--- config.mk ---
export PLATFORM = sky130hd
export DESIGN_NAME = mem_access_unit_flat
export DESIGN_NICKNAME = d
export VERILOG_FILES = /design/src/rtl/mem_access_unit_pkg.sv /design/src/rtl/mem_access_unit_if.sv /design/src/rtl/mem_access_unit_load_extend.sv /design/src/rtl/mem_access_unit.sv /design/src/flat_wrapper.sv
export SDC_FILE = /design/constraint.sdc
export NUM_CORES = 1
export LEC_CHECK = 0
export CAP_MARGIN = 20
export CELL_PAD_IN_SITES_DETAIL_PLACEMENT = 1
export CELL_PAD_IN_SITES_GLOBAL_PLACEMENT = 1
export CORE_ASPECT_RATIO = 0.7
export CORE_UTILIZATION = 53
export CTS_BUF_LIST = sky130_fd_sc_hd__clkbuf_16
export CTS_CLUSTER_DIAMETER = 50
export DETAILED_ROUTE_END_ITERATION = 12
export DONT_BUFFER_PORTS = 1
export HOLD_SLACK_MARGIN = 0.06
export MAX_ROUTING_LAYER = met4
export PLACE_DENSITY = 0.85
export SYNTH_ARGS = -nofsm -noshare
export SYNTH_HDL_FRONTEND = slang
export SYNTH_SLANG_ARGS = --single-unit
--- constraint.sdc ---
create_clock -name clk -period 6.9 [get_ports clk]
set_clock_uncertainty 0.15 [all_clocks]
set_input_delay 1.38 -clock clk [delete_from_list [all_inputs] [get_ports clk]]
set_output_delay 1.38 -clock clk [all_outputs]
set_load 0.03 [all_outputs]
--- src/rtl/mem_access_unit_pkg.sv ---
// Shared types for the memory-stage load/store engine: load/store flags,
// data-bus request/response structs, transfer sizes and the engine's FSM states.
// Latency: n/a (types and pure helpers only). Backpressure: n/a.
package mem_access_unit_pkg;

  // Decoded memory-access kind coming from the control unit.
  typedef enum logic [2:0] {
    LS_NONE    = 3'd0,
    LS_BTYE    = 3'd1,
    LS_BTYE_U  = 3'd2,
    LS_HALFW   = 3'd3,
    LS_HALFW_U = 3'd4,
    LS_WORD    = 3'd5
  } ls_flag_t;

  // Bus transfer size.
  typedef enum logic [2:0] {
    MSIZE1 = 3'd0,
    MSIZE2 = 3'd1,
    MSIZE4 = 3'd2
  } msize_t;

  typedef struct packed {
    logic        valid;
    logic [31:0] addr;
    msize_t      size;
    logic [3:0]  strobe;
    logic [31:0] data;
  } dbus_req_t;

  typedef struct packed {
    logic        addr_ok;
    logic        data_ok;
    logic [31:0] data;
  } dbus_resp_t;

  typedef enum logic [1:0] {
    LSU_IDLE = 2'd0,
    LSU_REQ  = 2'd1,
    LSU_WAIT = 2'd2,
    LSU_RESP = 2'd3
  } lsu_state_t;

  // Byte accesses can never be misaligned; halfwords need addr[0]=0,
  // words need addr[1:0]=0.
  function automatic logic addr_misaligned(ls_flag_t flag, logic [1:0] offs);
    case (flag)
      LS_HALFW, LS_HALFW_U: return offs[0];
      LS_WORD:              return |offs;
      default:              return 1'b0;
    endcase
  endfunction

endpackage

--- src/rtl/mem_access_unit_if.sv ---
// Data-bus bundle between the load/store engine (master) and memory (slave).
// Ports: dreq = request (valid/addr/size/strobe/data), dresp = addr_ok/data_ok/data.
// Latency: n/a. Backpressure: master holds dreq.valid until dresp.addr_ok.
interface mem_access_unit_if;
  import mem_access_unit_pkg::*;

  dbus_req_t  dreq;
  dbus_resp_t dresp;

  modport master (output dreq, input dresp);
  modport slave  (input dreq, output dresp);

endinterface

--- src/rtl/mem_access_unit_load_extend.sv ---
// Aligns a raw bus word by the byte offset and sign/zero-extends it per ls_flag.
// Ports: ls_flag, offset (addr[1:0]), raw (bus data) in; ext (extended word) out.
// Latency: purely combinational. Backpressure: none.
module load_extend
  import mem_access_unit_pkg::*;
(
  input  ls_flag_t    ls_flag,
  input  logic [1:0]  offset,
  input  logic [31:0] raw,
  output logic [31:0] ext
);

  logic [31:0] shifted;

  // Bring the addressed byte/halfword down to bit 0.
  assign shifted = raw >> {offset, 3'b000};

  always_comb begin
    ext = shifted;
    case (ls_flag)
      LS_BTYE:    ext = {{24{shifted[7]}}, shifted[7:0]};
      LS_BTYE_U:  ext = {24'h0, shifted[7:0]};
      LS_HALFW:   ext = {{16{shifted[15]}}, shifted[15:0]};
      LS_HALFW_U: ext = {16'h0, shifted[15:0]};
      default:    ext = shifted;
    endcase
  end

endmodule

--- src/rtl/mem_access_unit.sv ---
// Memory-stage load/store engine: alignment check, one data-bus request, extended result.
// Ports: clk/resetn; start, ls_flag, mem_write_en, addr, wdata from the pipeline;
//   dbus (master side of the data bus); busy (stall), done pulse, rdata, adel/ades, bad_vaddr.
// Latency: start -> done in 2 cycles best case, +1 per cycle of addr_ok/data_ok delay;
//   misaligned accesses finish in 1 cycle with no bus request.
// Backpressure: dreq.valid and all request fields are held until addr_ok; busy stalls the pipe.
module mem_access_unit
  import mem_access_unit_pkg::*;
(
  input  logic              clk,
  input  logic              resetn,
  input  logic              start,
  input  ls_flag_t          ls_flag,
  input  logic              mem_write_en,
  input  logic [31:0]       addr,
  input  logic [31:0]       wdata,
  mem_access_unit_if.master dbus,
  output logic              busy,
  output logic              done,
  output logic [31:0]       rdata,
  output logic              adel,
  output logic              ades,
  output logic [31:0]       bad_vaddr
);

  lsu_state_t  state;
  ls_flag_t    ls_q;
  logic        we_q;
  logic [1:0]  offs_q;

  logic        accept;
  logic        misaligned;
  dbus_req_t   req_enc;
  logic [31:0] load_val;

  assign accept     = start && (ls_flag != LS_NONE);
  assign misaligned = addr_misaligned(ls_flag, addr[1:0]);

  // Stall starts in the same cycle the instruction shows up, before the FSM moves.
  assign busy = (state == LSU_REQ) || (state == LSU_WAIT) ||
                ((state == LSU_IDLE) && accept);

  // Request encoding straight from the pipeline inputs; registered into dreq
  // on acceptance so it stays frozen for the whole handshake.
  always_comb begin
    req_enc       = '0;
    req_enc.valid = 1'b1;
    req_enc.addr  = addr;
    case (ls_flag)
      LS_BTYE, LS_BTYE_U: begin
        req_enc.size   = MSIZE1;
        req_enc.strobe = 4'b0001 << addr[1:0];
        req_enc.data   = {4{wdata[7:0]}};
      end
      LS_HALFW, LS_HALFW_U: begin
        req_enc.size   = MSIZE2;
        req_enc.strobe = 4'b0011 << addr[1:0];
        req_enc.data   = {2{wdata[15:0]}};
      end
      LS_WORD: begin
        req_enc.size   = MSIZE4;
        req_enc.strobe = 4'b1111;
        req_enc.data   = wdata;
      end
      default: req_enc.size = MSIZE1;
    endcase
    if (!mem_write_en) begin
      req_enc.strobe = 4'b0000;
    end
  end

  load_extend u_load_extend (
    .ls_flag (ls_q),
    .offset  (offs_q),
    .raw     (dbus.dresp.data),
    .ext     (load_val)
  );

  always_ff @(posedge clk or negedge resetn) begin
    if (!resetn) begin
      state     <= LSU_IDLE;
      dbus.dreq <= '0;
      done      <= 1'b0;
      adel      <= 1'b0;
      ades      <= 1'b0;
      rdata     <= '0;
      bad_vaddr <= '0;
      ls_q      <= LS_NONE;
      we_q      <= 1'b0;
      offs_q    <= 2'b00;
    end else begin
      done <= 1'b0;
      case (state)
        LSU_IDLE: begin
          // Responses arriving here belong to a request aborted by reset.
          if (accept) begin
            ls_q   <= ls_flag;
            we_q   <= mem_write_en;
            offs_q <= addr[1:0];
            if (misaligned) begin
              state     <= LSU_RESP;
              done      <= 1'b1;
              adel      <= !mem_write_en;
              ades      <= mem_write_en;
              bad_vaddr <= addr;
              rdata     <= '0;
            end else begin
              state     <= LSU_REQ;
              dbus.dreq <= req_enc;
            end
          end
        end

        LSU_REQ: begin
          // data_ok without addr_ok is a protocol violation and is ignored.
          if (dbus.dresp.addr_ok) begin
            dbus.dreq <= '0;
            if (dbus.dresp.data_ok) begin
              state <= LSU_RESP;
              done  <= 1'b1;
              adel  <= 1'b0;
              ades  <= 1'b0;
              rdata <= we_q ? 32'h0 : load_val;
            end else begin
              state <= LSU_WAIT;
            end
          end
        end

        LSU_WAIT: begin
          if (dbus.dresp.data_ok) begin
            state <= LSU_RESP;
            done  <= 1'b1;
            adel  <= 1'b0;
            ades  <= 1'b0;
            rdata <= we_q ? 32'h0 : load_val;
          end
        end

        LSU_RESP: state <= LSU_IDLE;

        default: state <= LSU_IDLE;
      endcase
    end
  end

endmodule

--- src/flat_wrapper.sv ---
// flat-port wrapper written by rule: the top's interface ports become plain ports
module mem_access_unit_flat import mem_access_unit_pkg::*;
  (clk, resetn, start, ls_flag, mem_write_en, addr, wdata, busy, done, rdata, adel, ades, bad_vaddr, dbus_dreq, dbus_dresp);
  mem_access_unit_if dbus_i ();
  input  logic clk;
  input  logic resetn;
  input  logic start;
  input  ls_flag_t ls_flag;
  input  logic mem_write_en;
  input  logic [31:0] addr;
  input  logic [31:0] wdata;
  output logic busy;
  output logic done;
  output logic [31:0] rdata;
  output logic adel;
  output logic ades;
  output logic [31:0] bad_vaddr;
  output wire logic [$bits(dbus_i.dreq)-1:0] dbus_dreq;
  input wire logic [$bits(dbus_i.dresp)-1:0] dbus_dresp;
  assign dbus_dreq = dbus_i.dreq;
  assign dbus_i.dresp = dbus_dresp;
  mem_access_unit u_core (.clk(clk), .resetn(resetn), .start(start), .ls_flag(ls_flag), .mem_write_en(mem_write_en), .addr(addr), .wdata(wdata), .dbus(dbus_i), .busy(busy), .done(done), .rdata(rdata), .adel(adel), .ades(ades), .bad_vaddr(bad_vaddr));
endmodule
==> results of run 1 <==
## power by group through the flow
stage / sequential, mW / combinational, mW / clock [mW]
floorplan: 2.14 / 1.03 / 0
global placement: 2.27 / 1.14 / 0
detailed placement: 2.29 / 1.22 / 0
CTS: 2.28 / 1.24 / 0.895
global route: 2.33 / 1.35 / 0.927
finish: 2.28 / 1.25 / 0.886
## layer usage
layer / part of all wire [%] / vias to the layer above
li1: - / 2321
met1: 41 / 2751
met2: 47 / 244
met3: 9.5 / 27
met4: 1.8 / 0
met5: 0 / -
## state kept, by name, summed over array words and instances, names as in the netlist
name and cells:
u_core.bad_vaddr 32, u_core.state 2, u_core.we_q 1, u_core.rdata 32
u_core.ades 1, u_core.dbus.dreq 71, u_core.done 1, u_core.ls_q 3
u_core.offs_q 2, u_core.adel 1
## synth_stat cells (2+ instances only)
library cell	n
sky130_fd_sc_hd__dfrtp_1	146
sky130_fd_sc_hd__a32o_1	65
sky130_fd_sc_hd__mux2_2	62
sky130_fd_sc_hd__nand2_1	43
sky130_fd_sc_hd__clkbuf_1	40
sky130_fd_sc_hd__nor2_1	26
sky130_fd_sc_hd__mux2i_1	24
sky130_fd_sc_hd__o22ai_1	24
sky130_fd_sc_hd__inv_1	23
sky130_fd_sc_hd__o2bb2ai_1	23
sky130_fd_sc_hd__a21oi_1	19
sky130_fd_sc_hd__o21ai_0	18
sky130_fd_sc_hd__a22oi_1	16
sky130_fd_sc_hd__buf_1	13
sky130_fd_sc_hd__o32ai_2	10
sky130_fd_sc_hd__buf_2	8
sky130_fd_sc_hd__o32ai_1	6
sky130_fd_sc_hd__ha_1	5
sky130_fd_sc_hd__nand2b_1	5
sky130_fd_sc_hd__nor2b_1	5
sky130_fd_sc_hd__nand3b_1	4
sky130_fd_sc_hd__or3_1	4
sky130_fd_sc_hd__a21o_1	3
sky130_fd_sc_hd__nand4b_1	3
sky130_fd_sc_hd__buf_6	2
sky130_fd_sc_hd__or2_2	2
sky130_fd_sc_hd__or4_4	2
## final cells by class
| type | count | area share (%) |
|---|---|---|
| Clock inverter | 15 | 1.83 |
| Tap cell | 185 | 2.96 |
| Sequential cell | 146 | 46.8 |
| Antenna cell | 1 | 0.0320 |
| Timing Repair Buffer | 8 | 0.769 |
| Clock buffer | 17 | 5.44 |
| Multi-Input combinational cell | 395 | 41.1 |
| Inverter | 23 | 1.10 |
## through the flow
| step | instance area [um2] | setup WS (ns) |
|---|---|---|
| floorplan | 7210 | 2.99 |
| global placement | 7240 | 3.08 |
| detailed placement | 7240 | 3.08 |
| CTS | 7800 | 3.07 |
| global route | 7810 | 3.03 |
| finish | 7810 | 3.06 |
## how the worst max path moves through the flow
stage | from | endpoint | slack [ns]
after floorplan | ls_flag[2] | busy | 2.99
after global placement | ls_flag[2] | busy | 3.08
after detailed placement | ls_flag[2] | busy | 3.08
after CTS | ls_flag[2] | busy | 3.07
after global routing | ls_flag[2] | busy | 3.03
final | ls_flag[2] | busy | 3.06
## cells by family (layout without fill, tap and decap cells)
kind of cell	Yosys count	in the layout	synth area share, %
AO/OA/AOI/OAI	193	193	22.5
flip-flops	146	146	50.6
AND/OR/NAND/NOR	107	107	7.49
multiplexers	87	87	13.3
buffers and inverters	87	63	4.93
adder cells (fa/ha/maj)	5	5	0.867
XOR/XNOR	2	2	0.243
other	1	2	0.0520
==> summary.txt, run 1 <==
Die
  – Area of the die: roughly 14000 um2
  – Width of the chip: around 140 um
  – Initial core utilization: a little over half
  – Die outline height: between 90 and 100 um
  – Ports placed on the boundary: ~250
  – Placeable Area: ~13000 um2
  – Number of standard-cell rows in the floorplan: 35

Timing
  – Relative slew slack: 23.0%
  – RSZ-0062 raised after global routing: no
  – Final worst-path cycle share: 55.6%
  – Final Critical Period: between 3 and 4 ns
  – Max Freq: approximately 260 MHz
  – Final sum of negative setup slack: 0 ns
  – Setup-violating endpoint count in the final report: 0
  – Final hold viol count: 0
  – Measured slew at the worst slew-check pin: about 1.1 ns
  – Final-report max-slew violation count: 0
  – Minimum hold slack: approximately 0.37 ns

Flow run
  – Count of max-cap constraint violations: 0

Pwr
  – Gate power share: roughly 28%
  – Share of total power consumed by net switching: about half
  – Pwr per Cell Area: about 560 nW/um2
  – Total design power: around 4.4 mW
  – Clock share of power: between 20% and 30%
  – Reported net switching power: 2.16 mW
  – Internal: ~2.3 mW
  – Leakage Power: around 3.4 nW
  – Share of power burned in registers: between 50% and 60%
  – Peak VDD IR: 0.000280 V

Layout
  – Most common library cell in the layout ignoring fill and taps: sky130_fd_sc_hd__dfrtp_1
  – Register area: approximately 3700 um2
  – Layout area overhead: 8.31%
  – Area taken by multi-input logic gates: 3210 um2
  – Fill cell total of the finished layout: between 1000 and 1500
  – Final core occ: roughly three fifths
  – Fraction of layout instances using a drive strength above 1: between 20% and 30%
  – Top library cells by usage in the layout, fill and taps aside: sky130_fd_sc_hd__dfrtp_1 (146), sky130_fd_sc_hd__a32o_1 (65), sky130_fd_sc_hd__mux2_2 (62)
  – Number of nets in the finished design: between 700 and 800
  – Non-filler instance count after layout: 790

Clock network
  – CTS sink cnt: between 100 and 150
  – Count of hold-fix buffers inserted at cts: 0
  – CTS Root Cell: sky130_fd_sc_hd__clkbuf_16
  – TritonCTS buffer count: 17
  – Clock transition at the register clock pins on the worst setup and hold paths after CTS: roughly 0.06 ns
  – Maximum clock insertion buffer count: 2
  – Clock tree from TritonCTS: built
  – Buffer count from post-CTS setup fixing: 0
  – Deepest level of the CTS H-tree: 4
  – CTS-repair resized insts: 0
  – Clk_lat worst skew: around 0.4 ns

Setup path
  – Worst r2r src: u_core.state[0]
  – Slowest library cell on the worst path: sky130_fd_sc_hd__o311a_1
  – Count of cells along the worst register-to-register path: 6
  – Arrival time worst endpoint: 2.31 ns
  – Crit Path Class: input pin to output port
  – Required @ worst endpoint: ~5.4 ns
  – R2R Path End: u_core.rdata[31]
  – Sort of element at the start of the critical path: input pin
  – Buffer and inverter count on the worst path: 0
  – R2R setup slack: 3.98 ns
  – Number of gates on the worst path with buffers counted: 2
  – Crit-path max cell delay: roughly 0.48 ns
  – CP endpoint kind: output port
  – Largest fanout on the critical path: 45
  – Critical path's top delay family: compound AO/OA/AOI/OAI gates
  – Ordered list of cells on the worst path: o311a_1 > or2_2

Yosys
  – Mean Syn Cell Area: roughly 11 um2
  – Number of nets in the synthesized netlist: between 700 and 800
  – Top-area cell type share of the netlist area: around 51%
  – Post-synthesis sequential area ratio: about half
  – EDFF count, synth: 0
  – Synth unique cells: 54
  – Register bit total from synthesis: 146
  – Share of flip-flops with an asynchronous set or reset after synthesis: 100%
  – Post-Synthesis Cells: around 630
  – Area of the mapped netlist: roughly 7200 um2
  – Leading area contributor after synthesis: sky130_fd_sc_hd__dfrtp_1
  – Biggest area contributors in the synthesized netlist: sky130_fd_sc_hd__dfrtp_1 (51%), sky130_fd_sc_hd__mux2_2 (9.7%), sky130_fd_sc_hd__a32o_1 (9.0%), sky130_fd_sc_hd__mux2i_1 (3.3%), sky130_fd_sc_hd__o2bb2ai_1 (2.8%)
  – Top FF cell, synth: sky130_fd_sc_hd__dfrtp_1
  – Warnings from Yosys: 0

Placed design
  – Global placer's final weighted congestion: around 0.90
  – Number of placed cells counting well taps: ~760
  – Count of buffers from port buffering: 0
  – Detailed placement HPWL: 14.1 mm

Drt
  – Detailed Routing Iterations Pass 1: 5
  – Average wire per cell in the routed design: 26.5 um
  – Count of routing violations after the opening detailed-route iteration: roughly 450
  – Count of antenna-violating nets left after detailed routing: 0
  – Ratio of routed vias to standard cells: just under 7
  – Count of vias placed by the detailed router: about 5300
  – Number of remaining DRC errors: 0
  – Wire length reported by the detailed router: 20.9 mm

Global route
  – Global Route met1 Usage: about two fifths
  – Largest net degree at the start of global routing: 147
  – Met3 usage in global routing: under 10%
  – GRT Resource Usage Total: 30.5%
  – Remaining Overflow, GRT: 0
  – First-pass GRT wire length: between 30 and 40 mm
  – Most heavily used metal layer in global routing: met2
  – GRT met2 Usage: 47.1%
  – Initial antenna violation count: 1
  – Number of global-route vias before repair: around 5400

Hold path
  – Sink of the worst hold path: u_core.we_q
  – Type of the most critical hold path: register to register
  – Depth of the worst hold-timing path: 1
  – Worst Min Path Start: u_core.we_q

Status
  – Status: completed
No activity file was read; power rests on OpenSTA's default activity.
==> inputs of run 2 (changes only) <==
Settings changed: CORE_UTILIZATION 53 to 44, PLACE_DENSITY 0.85 to 0.76.
Clock period 6.9 ns to 3.15 ns, I/O delays scaled along.
==> run 2 against run 1 <==
  * Design area up 0.98%
  * Register-to-register slack got worse by 3.7 ns
  * Combinational power rose by 120%
  * Critical endpoint unchanged
  * Sequential share of layout area fell by 0.45 points
  * The flow now finishes with violations (hold timing)
  * Worst setup slack lost 2.8 ns
  * Global-route usage decreased by 4.5 points
==> summary.txt, run 2 (synthesis results as in run 1) <==
Timing
  – RSZ-0062 raised after global routing: no
  – Final-report max-slew violation count: 0 (unchanged)
  – Final hold viol count: 146 (+146)
  – Measured slew at the worst slew-check pin: 1.04 ns (-0.0870 ns)
  – Final worst-path cycle share: about 92%
  – Max Freq: 346 MHz
  – Final Critical Period: slightly below 3 ns
  – Setup-violating endpoint count in the final report: 0 (unchanged)
  – Final sum of negative setup slack: 0 ns (unchanged)
  – Relative slew slack: 30.6% (+7.6 points)
  – Minimum hold slack: -0.252 ns (-0.621 ns)

Layout
  – Final instance area: 7890 um2 (+0.98%)
  – Fill cell total of the finished layout: 1624 (+24%)
  – Fraction of layout instances using a drive strength above 1: 20.6% (+0.36 points)
  – Number of nets in the finished design: 705 (+0.57%)
  – Register ranked first by flip-flop count: u_core.dbus.dreq
  – Register area: 3650 um2 (unchanged)
  – Count of inserted antenna diode cells: 0 (-1)
  – Max reg flops: 71 (unchanged)
  – Top library cells by usage in the layout, fill and taps aside: sky130_fd_sc_hd__dfrtp_1 (146), sky130_fd_sc_hd__a32o_1 (65), sky130_fd_sc_hd__mux2_2 (62)
  – Layout area overhead: 9.37%
  – Final core occ: 50.1% (-8.9 points)
  – Most common library cell in the layout ignoring fill and taps: sky130_fd_sc_hd__dfrtp_1
  – Area taken by multi-input logic gates: 3210 um2 (unchanged)
  – Biggest registers after layout: u_core.dbus.dreq (71), u_core.bad_vaddr (32), u_core.rdata (32)
  – Non-filler instance count after layout: 828 (+4.8%)

Drt
  – Count of antenna-violating nets left after detailed routing: 0 (unchanged)
  – Count of routing violations after the opening detailed-route iteration: 457 (+1.1%)
  – Detailed Routing Iterations Pass 1: 5 (unchanged)
  – Ratio of routed vias to standard cells: 6.37 (-5.8%)
  – Wire length reported by the detailed router: 21.1 mm (+0.88%)
  – Count of vias placed by the detailed router: 5274 (-1.3%)
  – Number of remaining DRC errors: 0 (unchanged)
  – Average wire per cell in the routed design: 25.5 um (-3.7%)

Hold path
  – Type of the most critical hold path: input pin to async pin

Global route
  – Largest net degree at the start of global routing: 147 (unchanged)
  – Met3 usage in global routing: 10.5% (+0.61 points)
  – GRT met2 Usage: 38.0% (-9.0 points)
  – Most heavily used metal layer in global routing: met2
  – Initial antenna violation count: 0 (-1)
  – Remaining Overflow, GRT: 0 (unchanged)
  – Global Route met1 Usage: 33.2% (-6.1 points)
  – First-pass GRT wire length: 32.2 mm (+1.0%)
  – Number of global-route vias before repair: 5468 (+0.39%)
  – GRT Resource Usage Total: 25.9% (-4.5 points)

Placed design
  – Area of placed instances: 7340 um2 (+1.5%)
  – Detailed placement HPWL: 14.4 mm (+2.2%)
  – Count of buffers from port buffering: 0 (unchanged)
  – Global placer's final weighted congestion: 0.830 (-7.5%)
  – Number of placed cells counting well taps: 796 (+5.3%)

Clock network
  – Maximum clock insertion buffer count: 2 (unchanged)
  – Buffer count from post-CTS setup fixing: 0 (unchanged)
  – CTS-repair resized insts: 0 (unchanged)
  – Deepest level of the CTS H-tree: 4 (unchanged)
  – CTS sink cnt: 146 (unchanged)
  – Clock tree from TritonCTS: built
  – TritonCTS buffer count: 17 (unchanged)
  – CTS Root Cell: sky130_fd_sc_hd__clkbuf_16
  – Clock transition at the register clock pins on the worst setup and hold paths after CTS: 0.07 ns (about the same)
  – Clk_lat worst skew: 0.42 ns (about the same)

Die
  – Ports placed on the boundary: 245 (unchanged)
  – Number of standard-cell rows in the floorplan: 38 (+8.6%)
  – Width of the chip: 155 um (+9.6%)
  – Area of the die: 16900 um2 (+20%)
  – Die outline height: 109 um (+9.6%)
  – Initial core utilization: 45.8% (-8.7 points)
  – Placeable Area: 15700 um2 (+19%)

Pwr
  – Peak VDD IR: 0.000584 V (+110%)
  – Leakage Power: 3.39 nW (+0.78%)
  – Total design power: 9.63 mW (+120%)
  – Pwr per Cell Area: 1220 nW/um2 (+120%)

Setup path
  – Required @ worst endpoint: 2.37 ns (-3.00 ns)
  – Sort of element at the start of the critical path: register
  – CP endpoint kind: output port
  – Largest fanout on the critical path: 10 (-78%)
  – Arrival time worst endpoint: 2.11 ns (-0.20 ns)
  – Crit Path Class: register to output port

Status
  – Status: finished with violations
  – Violations in the final reports: hold timing

Flow run
  – Count of max-cap constraint violations: 0 (unchanged)
==> run 2: cell count changes in the layout (fill, tap and decap cells not counted), sizes merged <==
cell | previous run | this run
inv | 30 | 31
diode | 1 | 0
buf | 8 | 12
clkinv | 5 | 4
==> run 2: layout make-up <==
cell class                 instances  area share (%)
sequential                       146            46.3
multi-input combinational        395            40.7
clock buffer                      17            5.39
tap                              220            3.49
clock inverter                    15            1.55
timing repair buffer              12            1.46
inverter                          23            1.09
==> run 2: metrics by stage <==
stage               hold slack [ns]  setup WS (ns)
global route                 -0.280          0.124
floorplan                     0.184          0.481
global placement              0.187          0.463
detailed placement            0.186          0.287
finish                       -0.252          0.261
CTS                          -0.269          0.256
==> run 2: where the power goes <==
group	switching, mW	internal, mW	total, mW
sequential	2.30	2.68	4.97
clock	0.856	1.03	1.88
combinational	1.52	1.26	2.78
==> run 2: path summary, 6_finish.rpt <==
check	from	endpoint	slack, ns	cells past startpoint
setup / recovery	u_core.state[0]	busy	0.26	4
hold / removal	resetn	u_core.bad_vaddr[30]	-0.25	0
setup reg to reg	u_core.state[0]	u_core.rdata[20]	0.28	6
hold reg to reg	u_core.we_q	u_core.we_q	0.36	1
max in group asynchronous	resetn	u_core.rdata[26]	2.76	0
min in group clk	addr[13]	u_core.dbus.dreq[52]	0.18	1
==> run 2: critical path, cell delays in order (launching register included) <==
cell and delay, ns:
sky130_fd_sc_hd__dfrtp_1 0.44, sky130_fd_sc_hd__inv_1 0.14, sky130_fd_sc_hd__ha_1 0.29, sky130_fd_sc_hd__o311a_1 0.51
sky130_fd_sc_hd__or2_2 0.31
==> run 2: per-layer routing <==
metal	share of wire [%]	routed length (um)	vias to the layer above
met4	0.98	206	0
met1	42	8940	2732
met5	0	0	-
met2	47	9810	208
li1	-	-	2312
met3	10	2130	22
